[config.mk]
export PLATFORM = sky130hd
export DESIGN_NAME = cdd_sector_tx
export DESIGN_NICKNAME = d
export VERILOG_FILES = /design/src/rtl/cdd_sector_tx.sv
export SDC_FILE = /design/constraint.sdc
export NUM_CORES = 1
export LEC_CHECK = 0
export CAP_MARGIN = 20
export CORE_ASPECT_RATIO = 1.25
export CORE_UTILIZATION = 50
export CTS_CLUSTER_DIAMETER = 60
export DETAILED_ROUTE_END_ITERATION = 12
export PLACE_DENSITY = 0.75
export SETUP_SLACK_MARGIN = 0.1
export SYNTH_ARGS = -nofsm -noshare
export SYNTH_HDL_FRONTEND = slang
export SYNTH_SLANG_ARGS = --single-unit
[constraint.sdc]
create_clock -name CLK -period 6.9 [get_ports CLK]
set_clock_uncertainty 0.15 [all_clocks]
set_input_delay 1.725 -clock CLK [delete_from_list [all_inputs] [get_ports CLK]]
set_output_delay 1.725 -clock CLK [all_outputs]
set_load 0.01 [all_outputs]
[src/rtl/cdd_sector_tx.sv]
// cdd_sector_tx: CD drive-side transmitter. Streams 2352-byte raw sectors as 1176 16-bit
// words on CD_D with one CD_CK strobe per word, paced by a fractional word-rate generator.
// Each sector is 6 sync words, 2 header words from a BCD MSF counter, then 1168 payload words.
// Optional feature: define CDD_SCRAMBLE_EN to XOR words 6..1175 with the ECMA-130 scrambler.
module cdd_sector_tx #(
    parameter int unsigned CLK_HZ  = 53693175,
    parameter int unsigned WORD_HZ = 88200,
    parameter int unsigned CK_HIGH = 2
) (
    input  logic        CLK,
    input  logic        RST,
    input  logic        START,
    input  logic        STOP,
    input  logic [23:0] START_MSF,
    input  logic [7:0]  MODE,
    input  logic        SPEED2X,
    input  logic [15:0] S_DATA,
    input  logic        S_VALID,
    output logic        S_READY,
    output logic [15:0] CD_D,
    output logic        CD_CK,
    output logic        BUSY,
    output logic [23:0] CUR_MSF,
    output logic        SECT_DONE,
    output logic        UNDERRUN
);

    typedef enum logic [1:0] {StIdle, StSync, StHdr, StData} state_t;

    localparam logic [26:0] Inc1x   = 27'(WORD_HZ);
    localparam logic [26:0] Inc2x   = 27'(2 * WORD_HZ);
    localparam logic [27:0] ClkHz   = 28'(CLK_HZ);
    localparam logic [2:0]  CkLoad  = 3'(CK_HIGH - 1);
    localparam logic [10:0] LastIdx = 11'd1175;

    state_t      state;
    logic [26:0] acc;
    logic [10:0] idx;
    logic [2:0]  ck_cnt;
    logic [26:0] inc;
    logic [27:0] sum;
    logic        tick;
    logic [15:0] word;
    logic [15:0] word_out;

    // BCD digit-pair increment; caller handles the wrap values
    function automatic logic [7:0] bcd_inc(input logic [7:0] v);
        if (v[3:0] == 4'd9) begin
            return {v[7:4] + 4'd1, 4'd0};
        end
        return {v[7:4], v[3:0] + 4'd1};
    endfunction

    // Next MSF address: frame 74 -> 00 carries to sec, sec 59 -> 00 carries to min, min wraps at 99
    function automatic logic [23:0] msf_next(input logic [23:0] m);
        logic [7:0] mi;
        logic [7:0] se;
        logic [7:0] fr;
        mi = m[23:16];
        se = m[15:8];
        fr = m[7:0];
        if (fr == 8'h74) begin
            fr = 8'h00;
            if (se == 8'h59) begin
                se = 8'h00;
                mi = (mi == 8'h99) ? 8'h00 : bcd_inc(mi);
            end else begin
                se = bcd_inc(se);
            end
        end else begin
            fr = bcd_inc(fr);
        end
        return {mi, se, fr};
    endfunction

    // Fractional rate generator: a word slot is due whenever the accumulator crosses CLK_HZ
    always_comb begin
        inc  = SPEED2X ? Inc2x : Inc1x;
        sum  = {1'b0, acc} + {1'b0, inc};
        tick = (state != StIdle) && (sum >= ClkHz);
    end

    // Word for the current slot before optional scrambling
    always_comb begin
        word = 16'h0000;
        unique case (state)
            StSync: begin
                if (idx == 11'd0) begin
                    word = 16'h00FF;
                end else if (idx == 11'd5) begin
                    word = 16'hFF00;
                end else begin
                    word = 16'hFFFF;
                end
            end
            StHdr:   word = (idx == 11'd6) ? CUR_MSF[23:8] : {CUR_MSF[7:0], MODE};
            StData:  word = S_VALID ? S_DATA : 16'h0000;
            default: word = 16'h0000;
        endcase
    end

`ifdef CDD_SCRAMBLE_EN
    logic [14:0] lfsr;
    logic [14:0] lfsr_seed;
    logic [14:0] lfsr_tmp;
    logic [14:0] lfsr_next;
    logic [15:0] scr_mask;

    // 16 scrambler bits per word: first 8 outputs fill [15:8] LSB first, next 8 fill [7:0]
    always_comb begin
        lfsr_seed = (idx == 11'd6) ? 15'h0001 : lfsr;
        lfsr_tmp  = lfsr_seed;
        scr_mask  = 16'h0000;
        for (int b = 0; b < 16; b++) begin
            scr_mask[4'(b + 8)] = lfsr_tmp[0];
            lfsr_tmp = {lfsr_tmp[0] ^ lfsr_tmp[1], lfsr_tmp[14:1]};
        end
        lfsr_next = lfsr_tmp;
        word_out  = ((state == StHdr) || (state == StData)) ? (word ^ scr_mask) : word;
    end

    // Scrambler advances on every header/payload slot, underrun slots included
    always_ff @(posedge CLK) begin
        if (RST) begin
            lfsr <= 15'h0001;
        end else if (tick && !STOP && (state != StSync)) begin
            lfsr <= lfsr_next;
        end
    end
`else
    assign word_out = word;
`endif

    // Pop happens in the tick cycle itself; STOP or RST in that cycle cancels it
    assign S_READY = tick && (state == StData) && S_VALID && !STOP && !RST;
    assign BUSY    = (state != StIdle);

    // Sector FSM with registered word, strobe, MSF and status outputs
    always_ff @(posedge CLK) begin
        if (RST) begin
            state     <= StIdle;
            acc       <= '0;
            idx       <= '0;
            ck_cnt    <= '0;
            CD_D      <= '0;
            CD_CK     <= 1'b0;
            CUR_MSF   <= '0;
            SECT_DONE <= 1'b0;
            UNDERRUN  <= 1'b0;
        end else begin
            SECT_DONE <= 1'b0;
            if (CD_CK) begin
                if (ck_cnt == 3'd0) begin
                    CD_CK <= 1'b0;
                end else begin
                    ck_cnt <= ck_cnt - 3'd1;
                end
            end
            if (STOP) begin
                // CD_D and CUR_MSF deliberately hold; the partial sector is dropped
                state <= StIdle;
                idx   <= '0;
                CD_CK <= 1'b0;
            end else if (state == StIdle) begin
                if (START) begin
                    CUR_MSF  <= START_MSF;
                    UNDERRUN <= 1'b0;
                    state    <= StSync;
                    idx      <= '0;
                    acc      <= '0;
                end
            end else begin
                acc <= tick ? 27'(sum - ClkHz) : sum[26:0];
                if (tick) begin
                    CD_D   <= word_out;
                    CD_CK  <= 1'b1;
                    ck_cnt <= CkLoad;
                    idx    <= idx + 11'd1;
                    unique case (state)
                        StSync: if (idx == 11'd5) state <= StHdr;
                        StHdr:  if (idx == 11'd7) state <= StData;
                        StData: begin
                            if (!S_VALID) begin
                                UNDERRUN <= 1'b1;
                            end
                            if (idx == LastIdx) begin
                                idx       <= '0;
                                state     <= StSync;
                                SECT_DONE <= 1'b1;
                                CUR_MSF   <= msf_next(CUR_MSF);
                            end
                        end
                        default: ;
                    endcase
                end
            end
        end
    end

endmodule

==> metrics.cfg <==
[global_routing]
maximum_number_of_pins_on_one_net_before_global_route_repair=51
global_router_s_overall_resource_usage_pct=30.7
global_route_congestion_overflow_total=0
antenna_violations_before_repair=0
grt_pass1_vias=6851
grt_first_pass_wirelength_um=33200

[synth]
syn_avg_cell_area_um2=7.66
yosys_register_bits=86
yosys_warnings=0
post_synth_num_cell_types=80
netlist_instances=851
net_count_after_synthesis=942
mapped_cell_area_mm2=0.00652
synthFlopType=sky130_fd_sc_hd__dfxtp_1
synth.yosys.seq_area_share_pct=26.4
synth-edff-count=0
synth_async_sr_flop_share_pct=0

[floorplan]
core.rowCount=46
die_x_um=104
io_pins=99
initial_utilization_pct=51.3
die_height_um=130
dieArea_mm2=0.0135
floorplan.core_area_mm2=0.0127

[power]
share_comb_of_total_power_pct=19.3
static-leakage-power_nw=3.21
power.total_mw=1.34
clock_network_power_share_pct=40.9
seqPwrFrac_pct=39.8
power_switching_uw=381
power_per_cell_area_mw_per_mm2=157
vdd_ir_drop_max_mv=0.162
swShare_pct=28.5
cellInternalPower_uw=957

[sta]
final-max-slew-violation-count=0
grt_setup_unrepaired=no
hold_slack_ns=0.306
min_period_ns=6.68
max_clock_freq_mhz=150
fin_crit_share_pct=96.8
final_number_of_hold_violating_endpoints=0
report.final.setup_viol=0
max-slew-margin-rel_pct=38.2
worst_pin_slew_ns=0.917
fin_setup_tns_ns=0

[final_layout]
antenna_cells_inserted=0
final_layout_size_suffix_gt1_share_pct=14.6
layout_common_cells=sky130_fd_sc_hd__clkdlybuf4s50_1, sky130_fd_sc_hd__dfxtp_1, sky130_fd_sc_hd__nand2_1, sky130_fd_sc_hd__buf_4, sky130_fd_sc_hd__nor2_1
design.final.nets=1086
fin_cells=1168
syn_to_layout_area_delta_pct=30.9
layout_commonest_cell=sky130_fd_sc_hd__clkdlybuf4s50_1
filler_cell_count=1114

[detailed_routing]
routed_via_density=6.06
vias=7079
drtAntennaViolNets=0
finalWirelength_um=20600
detail_route.iter0.violations=465
avgRoutedWirePerCell_um=17.7
detail_route.drc_violations=0
drt_pre_antenna_iters=5

[clock_network]
clock_sink_count=86
cts_hold_buffers=0
cts_root_buffer=sky130_fd_sc_hd__clkbuf_16
clk_pin_slew_worst_paths_ns=0.07
cts-root-to-sink-buffers=2
tritoncts=done
cts_inserted_buffers=9
cts-htree-levels=3
insertion_delay_ns=0.35

[worst_setup_path]
cp_common_cell=sky130_fd_sc_hd__buf_4
start_kind=input pin
timing.critical_path.required_ns=5.03
series_of_cell_instances_along_the_critical_path=dlygate4sd2_1 -> buf_4 -> ha_1 -> a21oi_1 -> mux2_2 -> a311oi_1 -> o311a_1 -> o22ai_1 -> and2_1 -> o41ai_2 -> buf_4 -> and3_1 -> clkdlybuf4s15_2
worst_ep_arrival_time_ns=4.80
slowest_stage=sky130_fd_sc_hd__mux2_2
critical-path-max-stage-delay_ns=0.37
critical_path_class=in -> out
end_kind=primary output
worst_path_maximum_fanout=6

[place]
gp_congestion=0.977
dp_cells=1147
io_buffers=98
dpl.hpwl_um=15000

[status]
outcome=finished clean

[job]
max_cap_violations=0

[min_path]
worstHoldPathType=reg -> reg

-- critical path, delay by kind of cell --
kind	cells	cell delay, ns
adders and majority gates	1	0.31
buffers and inverters	4	0.83
AOI/OAI and AO/OA	5	1.22
and+or+nand+nor	2	0.34
muxes	1	0.37
-- metal layers --
layer	global-route usage, %	wire (um)	vias up
met4	18.1	807	0
li1	-	-	3455
met3	4.98	1160	63
met1	34.2	8290	3327
met5	0	0	-
met2	55.7	10400	234
-- cells in the mapped netlist, types with 10 or more instances --
| cell | instances | area (um^2) |
|---|---|---|
| sky130_fd_sc_hd__nor3_1 | 28 | 140 |
| sky130_fd_sc_hd__nand2_1 | 85 | 319 |
| sky130_fd_sc_hd__nor2_1 | 68 | 255 |
| sky130_fd_sc_hd__a211o_1 | 11 | 96.3 |
| sky130_fd_sc_hd__a21oi_1 | 64 | 320 |
| sky130_fd_sc_hd__clkbuf_1 | 30 | 113 |
| sky130_fd_sc_hd__mux2_2 | 13 | 146 |
| sky130_fd_sc_hd__o21ai_0 | 49 | 245 |
| sky130_fd_sc_hd__a221oi_1 | 19 | 166 |
| sky130_fd_sc_hd__inv_1 | 32 | 120 |
| sky130_fd_sc_hd__or3_1 | 31 | 194 |
| sky130_fd_sc_hd__a21o_1 | 10 | 75.1 |
| sky130_fd_sc_hd__and3_1 | 15 | 93.8 |
| sky130_fd_sc_hd__xor2_1 | 15 | 131 |
| sky130_fd_sc_hd__xnor2_1 | 18 | 158 |
| sky130_fd_sc_hd__a211oi_1 | 19 | 143 |
| sky130_fd_sc_hd__ha_1 | 36 | 450 |
| sky130_fd_sc_hd__dfxtp_1 | 86 | 1720 |
| sky130_fd_sc_hd__nand3_1 | 39 | 195 |
-- worst paths after layout --
path                                 to  cells past startpoint  slack (ns)  startpoint
worst max register to register   idx[6]                     14        2.64      acc[3]
worst min register to register  CD_D[4]                      2        0.31     CD_D[4]
worst min-delay path            CD_D[4]                      2        0.31     CD_D[4]
worst max-delay path            S_READY                     13        0.22     SPEED2X
-- power groups by stage --
| stage | Sequential, mW | Combinational [mW] | Clock, mW |
|---|---|---|---|
| after floorplan | 0.541 | 0.132 | 0 |
| after global placement | 0.543 | 0.247 | 0 |
| after detailed placement | 0.544 | 0.250 | 0 |
| after CTS | 0.533 | 0.256 | 0.551 |
| after global routing | 0.535 | 0.281 | 0.570 |
| final | 0.533 | 0.258 | 0.547 |
-- state kept, by name, indices dropped and copies added, names as in the netlist --
signal / count
acc: 27
CUR_MSF: 24
CD_D: 16
idx: 11
ck_cnt: 3
state: 2
CD_CK: 1
SECT_DONE: 1
UNDERRUN: 1
-- cells by family after synthesis --
kind of cell / after synthesis / synth area share [%]
simple gates: 324 / 25.0
compound gates: 270 / 28.5
flops: 86 / 26.4
buf+inv: 83 / 5.35
fa+ha+maj: 37 / 7.21
xor+xnor: 34 / 4.68
mux: 17 / 2.86
-- what timing repair did --
item / CTS / global route
buffers inserted: 5 / 0
endpoints found under the setup margin: 1 / 0
gates resized for setup: 20 / 0
-- through the flow --
stage / setup WS (ns) / area (um^2) / utilization (%)
floorplan: 0.377 / 6520 / -
global placement: -0.418 / 8090 / 63.6
detailed placement: -0.476 / 8090 / 63.6
CTS: 0.290 / 8540 / 67.1
global route: 0.115 / 8540 / 67.1
finish: 0.221 / 8540 / 67.1
-- layout make-up --
| type | count | area (um^2) | share of cell area (%) |
|---|---|---|---|
| clock buffer | 10 | 229 | 2.68 |
| clock inverter | 6 | 95.1 | 1.11 |
| inverter | 33 | 124 | 1.45 |
| multi-input combinational | 682 | 4540 | 53.2 |
| sequential | 86 | 1720 | 20.2 |
| tap | 168 | 210 | 2.46 |
| timing repair buffer | 183 | 1620 | 19.0 |
(Power assumes the default switching activity.)
